==> src/rtl/regfile_access_ctrl_if.sv <==
// Bus bundle between the register-file access controller and its neighbours:
// decode operand requests/responses, two writeback sources and the regfile ports.
interface regfile_access_ctrl_if #(
   parameter int unsigned DATA_WIDTH = 32,
   parameter int unsigned ADDR_WIDTH = 4
);
   logic                  rd_req_valid;
   logic                  rd_req_ready;
   logic [2:0]            rd_mask;
   logic [ADDR_WIDTH-1:0] rd_addr0;
   logic [ADDR_WIDTH-1:0] rd_addr1;
   logic [ADDR_WIDTH-1:0] rd_addr2;
   logic                  rd_rsp_valid;
   logic                  rd_rsp_ready;
   logic [DATA_WIDTH-1:0] rd_data0;
   logic [DATA_WIDTH-1:0] rd_data1;
   logic [DATA_WIDTH-1:0] rd_data2;
   logic                  wb0_valid;
   logic [ADDR_WIDTH-1:0] wb0_addr;
   logic [DATA_WIDTH-1:0] wb0_data;
   logic                  wb0_ready;
   logic                  wb1_valid;
   logic [ADDR_WIDTH-1:0] wb1_addr;
   logic [DATA_WIDTH-1:0] wb1_data;
   logic                  wb1_ready;
   logic [ADDR_WIDTH-1:0] rf_read_addr;
   logic [DATA_WIDTH-1:0] rf_read_data;
   logic                  rf_write_en;
   logic [ADDR_WIDTH-1:0] rf_write_addr;
   logic [DATA_WIDTH-1:0] rf_write_data;
   logic                  pc_write;

   modport slave (
      input  rd_req_valid, rd_mask, rd_addr0, rd_addr1, rd_addr2, rd_rsp_ready,
      input  wb0_valid, wb0_addr, wb0_data, wb1_valid, wb1_addr, wb1_data,
      input  rf_read_data,
      output rd_req_ready, rd_rsp_valid, rd_data0, rd_data1, rd_data2,
      output wb0_ready, wb1_ready, rf_read_addr,
      output rf_write_en, rf_write_addr, rf_write_data, pc_write
   );

   modport master (
      output rd_req_valid, rd_mask, rd_addr0, rd_addr1, rd_addr2, rd_rsp_ready,
      output wb0_valid, wb0_addr, wb0_data, wb1_valid, wb1_addr, wb1_data,
      output rf_read_data,
      input  rd_req_ready, rd_rsp_valid, rd_data0, rd_data1, rd_data2,
      input  wb0_ready, wb1_ready, rf_read_addr,
      input  rf_write_en, rf_write_addr, rf_write_data, pc_write
   );
endinterface

==> src/rtl/regfile_access_ctrl.sv <==
// Owns both register-file ports: sequences up to three operand reads into one
// bundle and round-robin arbitrates the ALU/LSU writebacks onto the write port.
module regfile_access_ctrl #(
   parameter int unsigned DATA_WIDTH = 32,
   parameter int unsigned ADDR_WIDTH = 4,
   parameter bit          BYPASS_EN  = 1'b1
) (
   input logic                  clk,
   input logic                  rst_n,
   regfile_access_ctrl_if.slave bus
);

   typedef enum logic [2:0] {S_IDLE, S_RD0, S_RD1, S_RD2, S_RESP} state_e;

   state_e                state_q, state_d;
   logic [2:0]            mask_q, mask_d;
   logic [ADDR_WIDTH-1:0] addr_q [3];
   logic [ADDR_WIDTH-1:0] addr_d [3];
   logic [ADDR_WIDTH-1:0] raddr_q, raddr_d;
   logic [DATA_WIDTH-1:0] data_q [3];
   logic [DATA_WIDTH-1:0] data_d [3];
   logic                  rr_q, rr_d;   // 1: wb0 was granted last, so wb1 wins a tie

   logic                  req_ready;
   logic                  gnt0, gnt1;
   logic                  wr_en;
   logic [ADDR_WIDTH-1:0] wr_addr;
   logic [DATA_WIDTH-1:0] wr_data;
   logic [DATA_WIDTH-1:0] rd_word;
   logic [1:0]            nxt;
   logic                  advance;

   // Index of the lowest set mask bit at or above 'from'; 3 means none left.
   function automatic logic [1:0] first_slot(input logic [2:0] m, input logic [1:0] from);
      first_slot = 2'd3;
      for (int unsigned i = 0; i < 3; i++) begin
         if (m[i] && (i >= 32'(from)) && (first_slot == 2'd3)) first_slot = 2'(i);
      end
   endfunction

   function automatic state_e slot_state(input logic [1:0] idx);
      case (idx)
         2'd0:    slot_state = S_RD0;
         2'd1:    slot_state = S_RD1;
         2'd2:    slot_state = S_RD2;
         default: slot_state = S_RESP;
      endcase
   endfunction

   // Write arbiter
   always_comb begin
      gnt0 = rst_n && bus.wb0_valid && (!bus.wb1_valid || !rr_q);
      gnt1 = rst_n && bus.wb1_valid && (!bus.wb0_valid || rr_q);
      wr_en = gnt0 || gnt1;
      wr_addr = '0;
      wr_data = '0;
      if (gnt1) begin
         wr_addr = bus.wb1_addr;
         wr_data = bus.wb1_data;
      end else if (gnt0) begin
         wr_addr = bus.wb0_addr;
         wr_data = bus.wb0_data;
      end
      rr_d = rr_q;
      if (wr_en) rr_d = gnt0;
   end

   assign rd_word = (BYPASS_EN && wr_en && (wr_addr == raddr_q)) ? wr_data : bus.rf_read_data;
   assign req_ready = rst_n && (state_q == S_IDLE);

   // Read sequencer
   always_comb begin
      state_d = state_q;
      mask_d  = mask_q;
      addr_d  = addr_q;
      raddr_d = raddr_q;
      data_d  = data_q;
      nxt     = 2'd3;
      advance = 1'b0;
      unique case (state_q)
         S_IDLE: begin
            if (bus.rd_req_valid && req_ready) begin
               mask_d    = bus.rd_mask;
               addr_d[0] = bus.rd_addr0;
               addr_d[1] = bus.rd_addr1;
               addr_d[2] = bus.rd_addr2;
               data_d    = '{default: '0};
               nxt       = first_slot(bus.rd_mask, 2'd0);
               advance   = 1'b1;
            end
         end
         S_RD0: begin
            data_d[0] = rd_word;
            nxt       = first_slot(mask_q, 2'd1);
            advance   = 1'b1;
         end
         S_RD1: begin
            data_d[1] = rd_word;
            nxt       = first_slot(mask_q, 2'd2);
            advance   = 1'b1;
         end
         S_RD2: begin
            data_d[2] = rd_word;
            advance   = 1'b1;
         end
         S_RESP: begin
            if (bus.rd_rsp_ready) state_d = S_IDLE;
         end
         default: state_d = S_IDLE;
      endcase
      if (advance) begin
         state_d = slot_state(nxt);
         if (nxt != 2'd3) raddr_d = addr_d[nxt];
      end
   end

   always_ff @(posedge clk or negedge rst_n) begin
      if (!rst_n) begin
         state_q <= S_IDLE;
         mask_q  <= '0;
         addr_q  <= '{default: '0};
         raddr_q <= '0;
         data_q  <= '{default: '0};
         rr_q    <= 1'b0;
      end else begin
         state_q <= state_d;
         mask_q  <= mask_d;
         addr_q  <= addr_d;
         raddr_q <= raddr_d;
         data_q  <= data_d;
         rr_q    <= rr_d;
      end
   end

   assign bus.rd_req_ready  = req_ready;
   assign bus.rd_rsp_valid  = (state_q == S_RESP);
   assign bus.rd_data0      = data_q[0];
   assign bus.rd_data1      = data_q[1];
   assign bus.rd_data2      = data_q[2];
   assign bus.rf_read_addr  = raddr_q;
   assign bus.wb0_ready     = gnt0;
   assign bus.wb1_ready     = gnt1;
   assign bus.rf_write_en   = wr_en;
   assign bus.rf_write_addr = wr_addr;
   assign bus.rf_write_data = wr_data;
   assign bus.pc_write      = wr_en && (wr_addr == ADDR_WIDTH'(15));

endmodule
==> src/flat_wrapper.sv <==
// flat-port wrapper written by rule: the top's interface ports become plain ports
module regfile_access_ctrl_flat 
#(
   parameter int unsigned DATA_WIDTH = 32,
   parameter int unsigned ADDR_WIDTH = 4,
   parameter bit          BYPASS_EN  = 1'b1
)
  (clk, rst_n, bus_rd_req_valid, bus_rd_mask, bus_rd_addr0, bus_rd_addr1, bus_rd_addr2, bus_rd_rsp_ready, bus_wb0_valid, bus_wb0_addr, bus_wb0_data, bus_wb1_valid, bus_wb1_addr, bus_wb1_data, bus_rf_read_data, bus_rd_req_ready, bus_rd_rsp_valid, bus_rd_data0, bus_rd_data1, bus_rd_data2, bus_wb0_ready, bus_wb1_ready, bus_rf_read_addr, bus_rf_write_en, bus_rf_write_addr, bus_rf_write_data, bus_pc_write);
  regfile_access_ctrl_if #(.DATA_WIDTH(DATA_WIDTH), .ADDR_WIDTH(ADDR_WIDTH)) bus_i ();
  input logic clk;
  input logic rst_n;
  input wire logic [$bits(bus_i.rd_req_valid)-1:0] bus_rd_req_valid;
  input wire logic [$bits(bus_i.rd_mask)-1:0] bus_rd_mask;
  input wire logic [$bits(bus_i.rd_addr0)-1:0] bus_rd_addr0;
  input wire logic [$bits(bus_i.rd_addr1)-1:0] bus_rd_addr1;
  input wire logic [$bits(bus_i.rd_addr2)-1:0] bus_rd_addr2;
  input wire logic [$bits(bus_i.rd_rsp_ready)-1:0] bus_rd_rsp_ready;
  input wire logic [$bits(bus_i.wb0_valid)-1:0] bus_wb0_valid;
  input wire logic [$bits(bus_i.wb0_addr)-1:0] bus_wb0_addr;
  input wire logic [$bits(bus_i.wb0_data)-1:0] bus_wb0_data;
  input wire logic [$bits(bus_i.wb1_valid)-1:0] bus_wb1_valid;
  input wire logic [$bits(bus_i.wb1_addr)-1:0] bus_wb1_addr;
  input wire logic [$bits(bus_i.wb1_data)-1:0] bus_wb1_data;
  input wire logic [$bits(bus_i.rf_read_data)-1:0] bus_rf_read_data;
  output wire logic [$bits(bus_i.rd_req_ready)-1:0] bus_rd_req_ready;
  output wire logic [$bits(bus_i.rd_rsp_valid)-1:0] bus_rd_rsp_valid;
  output wire logic [$bits(bus_i.rd_data0)-1:0] bus_rd_data0;
  output wire logic [$bits(bus_i.rd_data1)-1:0] bus_rd_data1;
  output wire logic [$bits(bus_i.rd_data2)-1:0] bus_rd_data2;
  output wire logic [$bits(bus_i.wb0_ready)-1:0] bus_wb0_ready;
  output wire logic [$bits(bus_i.wb1_ready)-1:0] bus_wb1_ready;
  output wire logic [$bits(bus_i.rf_read_addr)-1:0] bus_rf_read_addr;
  output wire logic [$bits(bus_i.rf_write_en)-1:0] bus_rf_write_en;
  output wire logic [$bits(bus_i.rf_write_addr)-1:0] bus_rf_write_addr;
  output wire logic [$bits(bus_i.rf_write_data)-1:0] bus_rf_write_data;
  output wire logic [$bits(bus_i.pc_write)-1:0] bus_pc_write;
  assign bus_i.rd_req_valid = bus_rd_req_valid;
  assign bus_i.rd_mask = bus_rd_mask;
  assign bus_i.rd_addr0 = bus_rd_addr0;
  assign bus_i.rd_addr1 = bus_rd_addr1;
  assign bus_i.rd_addr2 = bus_rd_addr2;
  assign bus_i.rd_rsp_ready = bus_rd_rsp_ready;
  assign bus_i.wb0_valid = bus_wb0_valid;
  assign bus_i.wb0_addr = bus_wb0_addr;
  assign bus_i.wb0_data = bus_wb0_data;
  assign bus_i.wb1_valid = bus_wb1_valid;
  assign bus_i.wb1_addr = bus_wb1_addr;
  assign bus_i.wb1_data = bus_wb1_data;
  assign bus_i.rf_read_data = bus_rf_read_data;
  assign bus_rd_req_ready = bus_i.rd_req_ready;
  assign bus_rd_rsp_valid = bus_i.rd_rsp_valid;
  assign bus_rd_data0 = bus_i.rd_data0;
  assign bus_rd_data1 = bus_i.rd_data1;
  assign bus_rd_data2 = bus_i.rd_data2;
  assign bus_wb0_ready = bus_i.wb0_ready;
  assign bus_wb1_ready = bus_i.wb1_ready;
  assign bus_rf_read_addr = bus_i.rf_read_addr;
  assign bus_rf_write_en = bus_i.rf_write_en;
  assign bus_rf_write_addr = bus_i.rf_write_addr;
  assign bus_rf_write_data = bus_i.rf_write_data;
  assign bus_pc_write = bus_i.pc_write;
  regfile_access_ctrl #(.DATA_WIDTH(DATA_WIDTH), .ADDR_WIDTH(ADDR_WIDTH), .BYPASS_EN(BYPASS_EN)) u_core (.clk(clk), .rst_n(rst_n), .bus(bus_i));
endmodule
==> config.mk <==
export PLATFORM = sky130hd
export DESIGN_NAME = regfile_access_ctrl_flat
export DESIGN_NICKNAME = d
export VERILOG_FILES = /design/src/rtl/regfile_access_ctrl_if.sv /design/src/rtl/regfile_access_ctrl.sv /design/src/flat_wrapper.sv
export SDC_FILE = /design/constraint.sdc
export NUM_CORES = 1
export LEC_CHECK = 0
export BUFFER_PORTS_ARGS = -buffer_cell sky130_fd_sc_hd__buf_2
export CAP_MARGIN = 20
export CORE_MARGIN = 3
export CORE_UTILIZATION = 30
export DETAILED_ROUTE_END_ITERATION = 8
export GPL_TIMING_DRIVEN = 0
export PLACE_DENSITY = 0.56
export SLEW_MARGIN = 0
export SYNTH_ARGS = -nofsm -noshare
export SYNTH_HDL_FRONTEND = slang
export SYNTH_SLANG_ARGS = --single-unit
export TNS_END_PERCENT = 20
==> constraint.sdc <==
create_clock -name clk -period 7.4 [get_ports clk]
set_clock_uncertainty 0.05 [all_clocks]
set_input_delay 2.22 -clock clk [delete_from_list [all_inputs] [get_ports clk]]
set_output_delay 2.22 -clock clk [all_outputs]
set_load 0.1 [all_outputs]
==> impl_metrics.prom <==
# TYPE chip_impl_metric gauge
chip_impl_metric{name="cts_setup_buffers",unit=""} 0
chip_impl_metric{name="cell_internal_pwr",unit="mW"} 1.844
chip_impl_info{name="critical_path_class",value="input pin to primary output"} 1
chip_impl_info{name="ctsRootBufferMaster",value="sky130_fd_sc_hd__clkbuf_16"} 1
chip_impl_metric{name="ys_seq_area_frac",unit=""} 0.4297
chip_impl_metric{name="critical_path.max_fanout",unit=""} 74
chip_impl_metric{name="route.detailed.drc",unit=""} 0
chip_impl_info{name="startpoint_type",value="input pin"} 1
chip_impl_metric{name="clock_sinks",unit=""} 118
chip_impl_metric{name="die_w",unit="um"} 157.3
chip_impl_metric{name="core_region_area",unit="sq um"} 22160
chip_impl_metric{name="cell_leakage_power",unit="nW"} 4.511
chip_impl_metric{name="worst-slew-pin-transition",unit="ns"} 0.9116
chip_impl_info{name="critPathCaptureType",value="primary output"} 1
chip_impl_info{name="dominant_combinational_cell_family_by_area_after_synthesis",value="simple AND/OR/NAND/NOR gates"} 1
chip_impl_metric{name="r2r_cells",unit=""} 8
chip_impl_metric{name="cts_buffers",unit=""} 17
chip_impl_metric{name="period_minus_slack",unit="ns"} 7.164
chip_impl_info{name="timing.hold.worst.class",value="flip-flop to flip-flop"} 1
chip_impl_metric{name="period_share",unit=""} 0.9681
chip_impl_metric{name="peakVddDrop",unit="mV"} 0.2403
chip_impl_metric{name="max-clock-path-buffers",unit=""} 2
chip_impl_metric{name="detail_route.wl_per_cell",unit="um"} 21.39
chip_impl_metric{name="floorplan.io_pins",unit=""} 267
chip_impl_metric{name="postLayoutCoreUtil",unit=""} 0.4151
chip_impl_metric{name="finalHoldViolCount",unit=""} 0
chip_impl_metric{name="synth_compound_area_frac",unit=""} 0.1794
chip_impl_metric{name="netlist_instances",unit=""} 740
chip_impl_info{name="worst_r2r_endpoint",value="u_core.bus.rf_read_addr[0]"} 1
chip_impl_metric{name="cp_data_required_time",unit="ns"} 5.13
chip_impl_metric{name="netlist_area_pre_place",unit="sq um"} 6872
chip_impl_metric{name="sw_frac_of_total",unit=""} 0.5816
chip_impl_metric{name="grt_antenna_before_repair",unit=""} 4
chip_impl_metric{name="p_switching",unit="mW"} 2.563
chip_impl_metric{name="first_pass_grt_wire_length",unit="um"} 42620
chip_impl_metric{name="rrSetupSlack",unit="ns"} 4.56
chip_impl_metric{name="layout-area-overhead-vs-synth",unit="%"} 33.89
chip_impl_metric{name="nets",unit=""} 1152
chip_impl_metric{name="globalplace.congestion",unit=""} 0.8254
chip_impl_info{name="grt_setup_unrepaired",value="no"} 1
chip_impl_info{name="cts_tree",value="built"} 1
chip_impl_metric{name="via_per_inst",unit=""} 5.373
chip_impl_metric{name="final_setup_fails",unit=""} 0
chip_impl_metric{name="ys.warnings.count",unit=""} 0
chip_impl_metric{name="worstPathArrival",unit="ns"} 4.89
chip_impl_metric{name="cellPowerDensity",unit="nW/um^2"} 479.0
chip_impl_metric{name="drt-initial-drc-count",unit=""} 429
chip_impl_metric{name="floorplan.die_area",unit="sq um"} 24760
chip_impl_metric{name="drtAntennaViolNets",unit=""} 0
chip_impl_metric{name="fmaxAchievable",unit="GHz"} 0.1396
chip_impl_metric{name="grt_max_degree",unit=""} 75
chip_impl_metric{name="clock_tree.htree_level_count",unit=""} 4
chip_impl_metric{name="first_global_vias",unit=""} 7483
chip_impl_metric{name="simple_gate_fraction_of_synth_area",unit=""} 0.2693
chip_impl_metric{name="slew_viol_final",unit=""} 0
chip_impl_metric{name="placementRows",unit=""} 54
chip_impl_metric{name="dp_hpwl",unit="um"} 21350
chip_impl_metric{name="synth_unique_cells",unit=""} 45
chip_impl_metric{name="port_buffers",unit=""} 266
chip_impl_metric{name="final.setup.tns",unit="ns"} 0
chip_impl_info{name="worstHoldStart",value="u_core.addr_q[6]"} 1
chip_impl_metric{name="p_seq_frac",unit=""} 0.221
chip_impl_metric{name="effective_utilization_at_floorplan",unit=""} 0.3101
chip_impl_info{name="layout.cells.most_common_list",value="277 x sky130_fd_sc_hd__buf_2, 118 x sky130_fd_sc_hd__dfrtp_1, 105 x sky130_fd_sc_hd__nand2_1"} 1
chip_impl_metric{name="vias_after_detailed_routing",unit=""} 7087
chip_impl_metric{name="power.share.combinational",unit=""} 0.587
chip_impl_metric{name="die_height",unit="um"} 157.3
chip_impl_metric{name="maxSlewHeadroom",unit=""} 0.3923
chip_impl_metric{name="post_synth_fa_ha_maj_area_fraction",unit=""} 0.001821
chip_impl_metric{name="placedInstanceArea",unit="sq um"} 8587
chip_impl_metric{name="report.power.total",unit="mW"} 4.407
chip_impl_metric{name="global_route.overflow_total",unit=""} 0
chip_impl_info{name="most_common_cell_after_layout_fill_and_taps_aside",value="sky130_fd_sc_hd__buf_2"} 1
chip_impl_metric{name="final.fill_count",unit=""} 2284
chip_impl_metric{name="drt_wl_total",unit="um"} 28210
chip_impl_metric{name="synth.mux.area_fraction",unit=""} 0.03951
chip_impl_metric{name="clk_transition_reported_paths",unit="ns"} 0.05
chip_impl_metric{name="worstHoldPathCells",unit=""} 1
chip_impl_metric{name="clk-insertion-delay-late",unit="ns"} 0.41
chip_impl_metric{name="synth_nets",unit=""} 866
chip_impl_metric{name="synthesis.area_per_instance",unit="sq um"} 9.286
chip_impl_metric{name="number_of_register_bits_inferred_by_synthesis",unit=""} 118
chip_impl_metric{name="maxCapViolations",unit=""} 0
chip_impl_metric{name="design_area",unit="sq um"} 9200
chip_impl_metric{name="clockPowerShare",unit=""} 0.192
chip_impl_metric{name="grt_usage",unit=""} 0.2244
chip_impl_info{name="critical_path.reg2reg.startpoint",value="u_core.state_q[0]"} 1
chip_impl_metric{name="detailedRoute.firstPassIterationCount",unit=""} 4
chip_impl_metric{name="final_layout_size_suffix_gt1_frac",unit=""} 0.3709
chip_impl_metric{name="synth_xor_xnor_area_share",unit=""} 0.003642
chip_impl_info{name="outcome",value="finished clean"} 1
chip_impl_info{name="hold_end",value="u_core.addr_q[6]"} 1
[timing repair]
item                       CTS  global route
resized for setup            0             8
setup endpoints to repair    0            14
hold buffers                 0             0
[cell families after synthesis]
| kind of cell | count (synthesis) |
|---|---|
| buffers and inverters | 121 |
| AND/OR/NAND/NOR | 330 |
| XOR/XNOR | 2 |
| AO/OA/AOI/OAI | 143 |
| multiplexers | 25 |
| adder cells (fa/ha/maj) | 1 |
| flip-flops | 118 |
[stage by stage]
step / hold slack [ns] / setup WS, ns / instances
global placement: 0.4294 / -1.519 / 1286
floorplan: 0.4202 / 0.8601 / 740
finish: 0.4481 / 0.2358 / 1319
global route: 0.4615 / 0.001865 / 1319
detailed placement: 0.4371 / 0.06682 / 1287
CTS: 0.4490 / 0.05785 / 1318
[area by class of cell]
type	instances	area, sq um	area share
Clock inverter	11	123.9	0.01346
Buffer	84	387.9	0.04216
Timing Repair Buffer	267	1385	0.1506
Multi-Input combinational cell	501	3392	0.3687
Antenna cell	1	2.502	0.0002720
Clock buffer	20	466.7	0.05073
Sequential cell	118	2953	0.3210
Inverter	37	138.9	0.01510
Tap cell	280	350.3	0.03808
[layer usage]
metal	global-route usage	vias up	wire [um]
li1	-	3343	-
met1	0.2799	3402	11700
met2	0.3704	283	13390
met3	0.06791	53	2355
met4	0.07727	6	729
met5	0	-	36
[cells in the mapped netlist, drive strengths merged]
| cell type | n | area (sq um) |
|---|---|---|
| and4 | 1 | 8.760 |
| a21oi | 4 | 20.02 |
| a32o | 1 | 11.26 |
| nor3b | 3 | 22.52 |
| xnor2 | 1 | 16.27 |
| a32oi | 1 | 16.27 |
| and3b | 1 | 8.760 |
| nand4b | 1 | 15.01 |
| clkinv | 1 | 3.750 |
| o32ai | 1 | 16.27 |
| nor4b | 1 | 23.77 |
| o211ai | 97 | 878.3 |
| buf | 27 | 173.9 |
| nor3 | 1 | 10.01 |
| ha | 1 | 12.51 |
| inv | 36 | 135.1 |
| o21a | 1 | 7.510 |
| or4 | 96 | 720.7 |
| nand3b | 2 | 15.01 |
| a22oi | 32 | 240.2 |
| dfrtp | 118 | 2953 |
| a21boi | 2 | 18.77 |
| mux2i | 8 | 80.08 |
| nand3 | 103 | 520.5 |
| nand2 | 106 | 400.4 |
| and2 | 8 | 50.05 |
| a21o | 1 | 7.510 |
| mux2 | 17 | 191.4 |
| o21ai | 2 | 10.01 |
| nor2 | 3 | 18.77 |
| or3b | 1 | 8.760 |
| a31oi | 1 | 6.260 |
| clkbuf | 57 | 214.0 |
| nand2b | 2 | 20.02 |
| and2b | 1 | 7.510 |
| xor2 | 1 | 8.760 |
[worst max-delay path, cell delays in order]
cell	delay [ns]
sky130_fd_sc_hd__clkbuf_8	0.35
sky130_fd_sc_hd__buf_16	0.35
sky130_fd_sc_hd__buf_2	0.30
sky130_fd_sc_hd__and2_1	0.20
sky130_fd_sc_hd__and2_1	0.13
sky130_fd_sc_hd__buf_2	0.24
sky130_fd_sc_hd__buf_2	0.31
sky130_fd_sc_hd__a22oi_1	0.21
sky130_fd_sc_hd__inv_1	0.08
sky130_fd_sc_hd__buf_2	0.42
[worst max path at each step]
| stage | startpoint | to | slack [ns] | cells after the start |
|---|---|---|---|---|
| floorplan | rst_n | bus_pc_write | 0.86 | 5 |
| global placement | rst_n | bus_rf_write_data[8] | -1.52 | 9 |
| detailed placement | rst_n | bus_rf_write_data[8] | 0.07 | 10 |
| CTS | rst_n | bus_rf_write_data[8] | 0.06 | 10 |
| global route | rst_n | bus_rf_write_data[10] | 0.002 | 10 |
| finish | rst_n | bus_rf_write_data[1] | 0.24 | 10 |
[power groups by stage]
stage	clock, mW	sequential, mW	combinational, mW
2_1_floorplan	0	2.16	0.826
3_3_place_gp	0	0.979	2.58
3_5_place_dp	0	0.984	2.59
4_1_cts	0.857	0.975	2.60
5_1_grt	0.884	0.999	2.72
6_report	0.845	0.973	2.59
[flip-flops by register name, indices dropped and copies added (netlist names)]
register,flops
u_core.addr_q,12
u_core.mask_q,2
u_core.state_q,3
u_core.bus.rd_data1,32
u_core.bus.rd_data2,32
u_core.rr_q,1
u_core.bus.rd_data0,32
u_core.bus.rf_read_addr,4
Note: power is estimated with default switching activity, not from simulation.
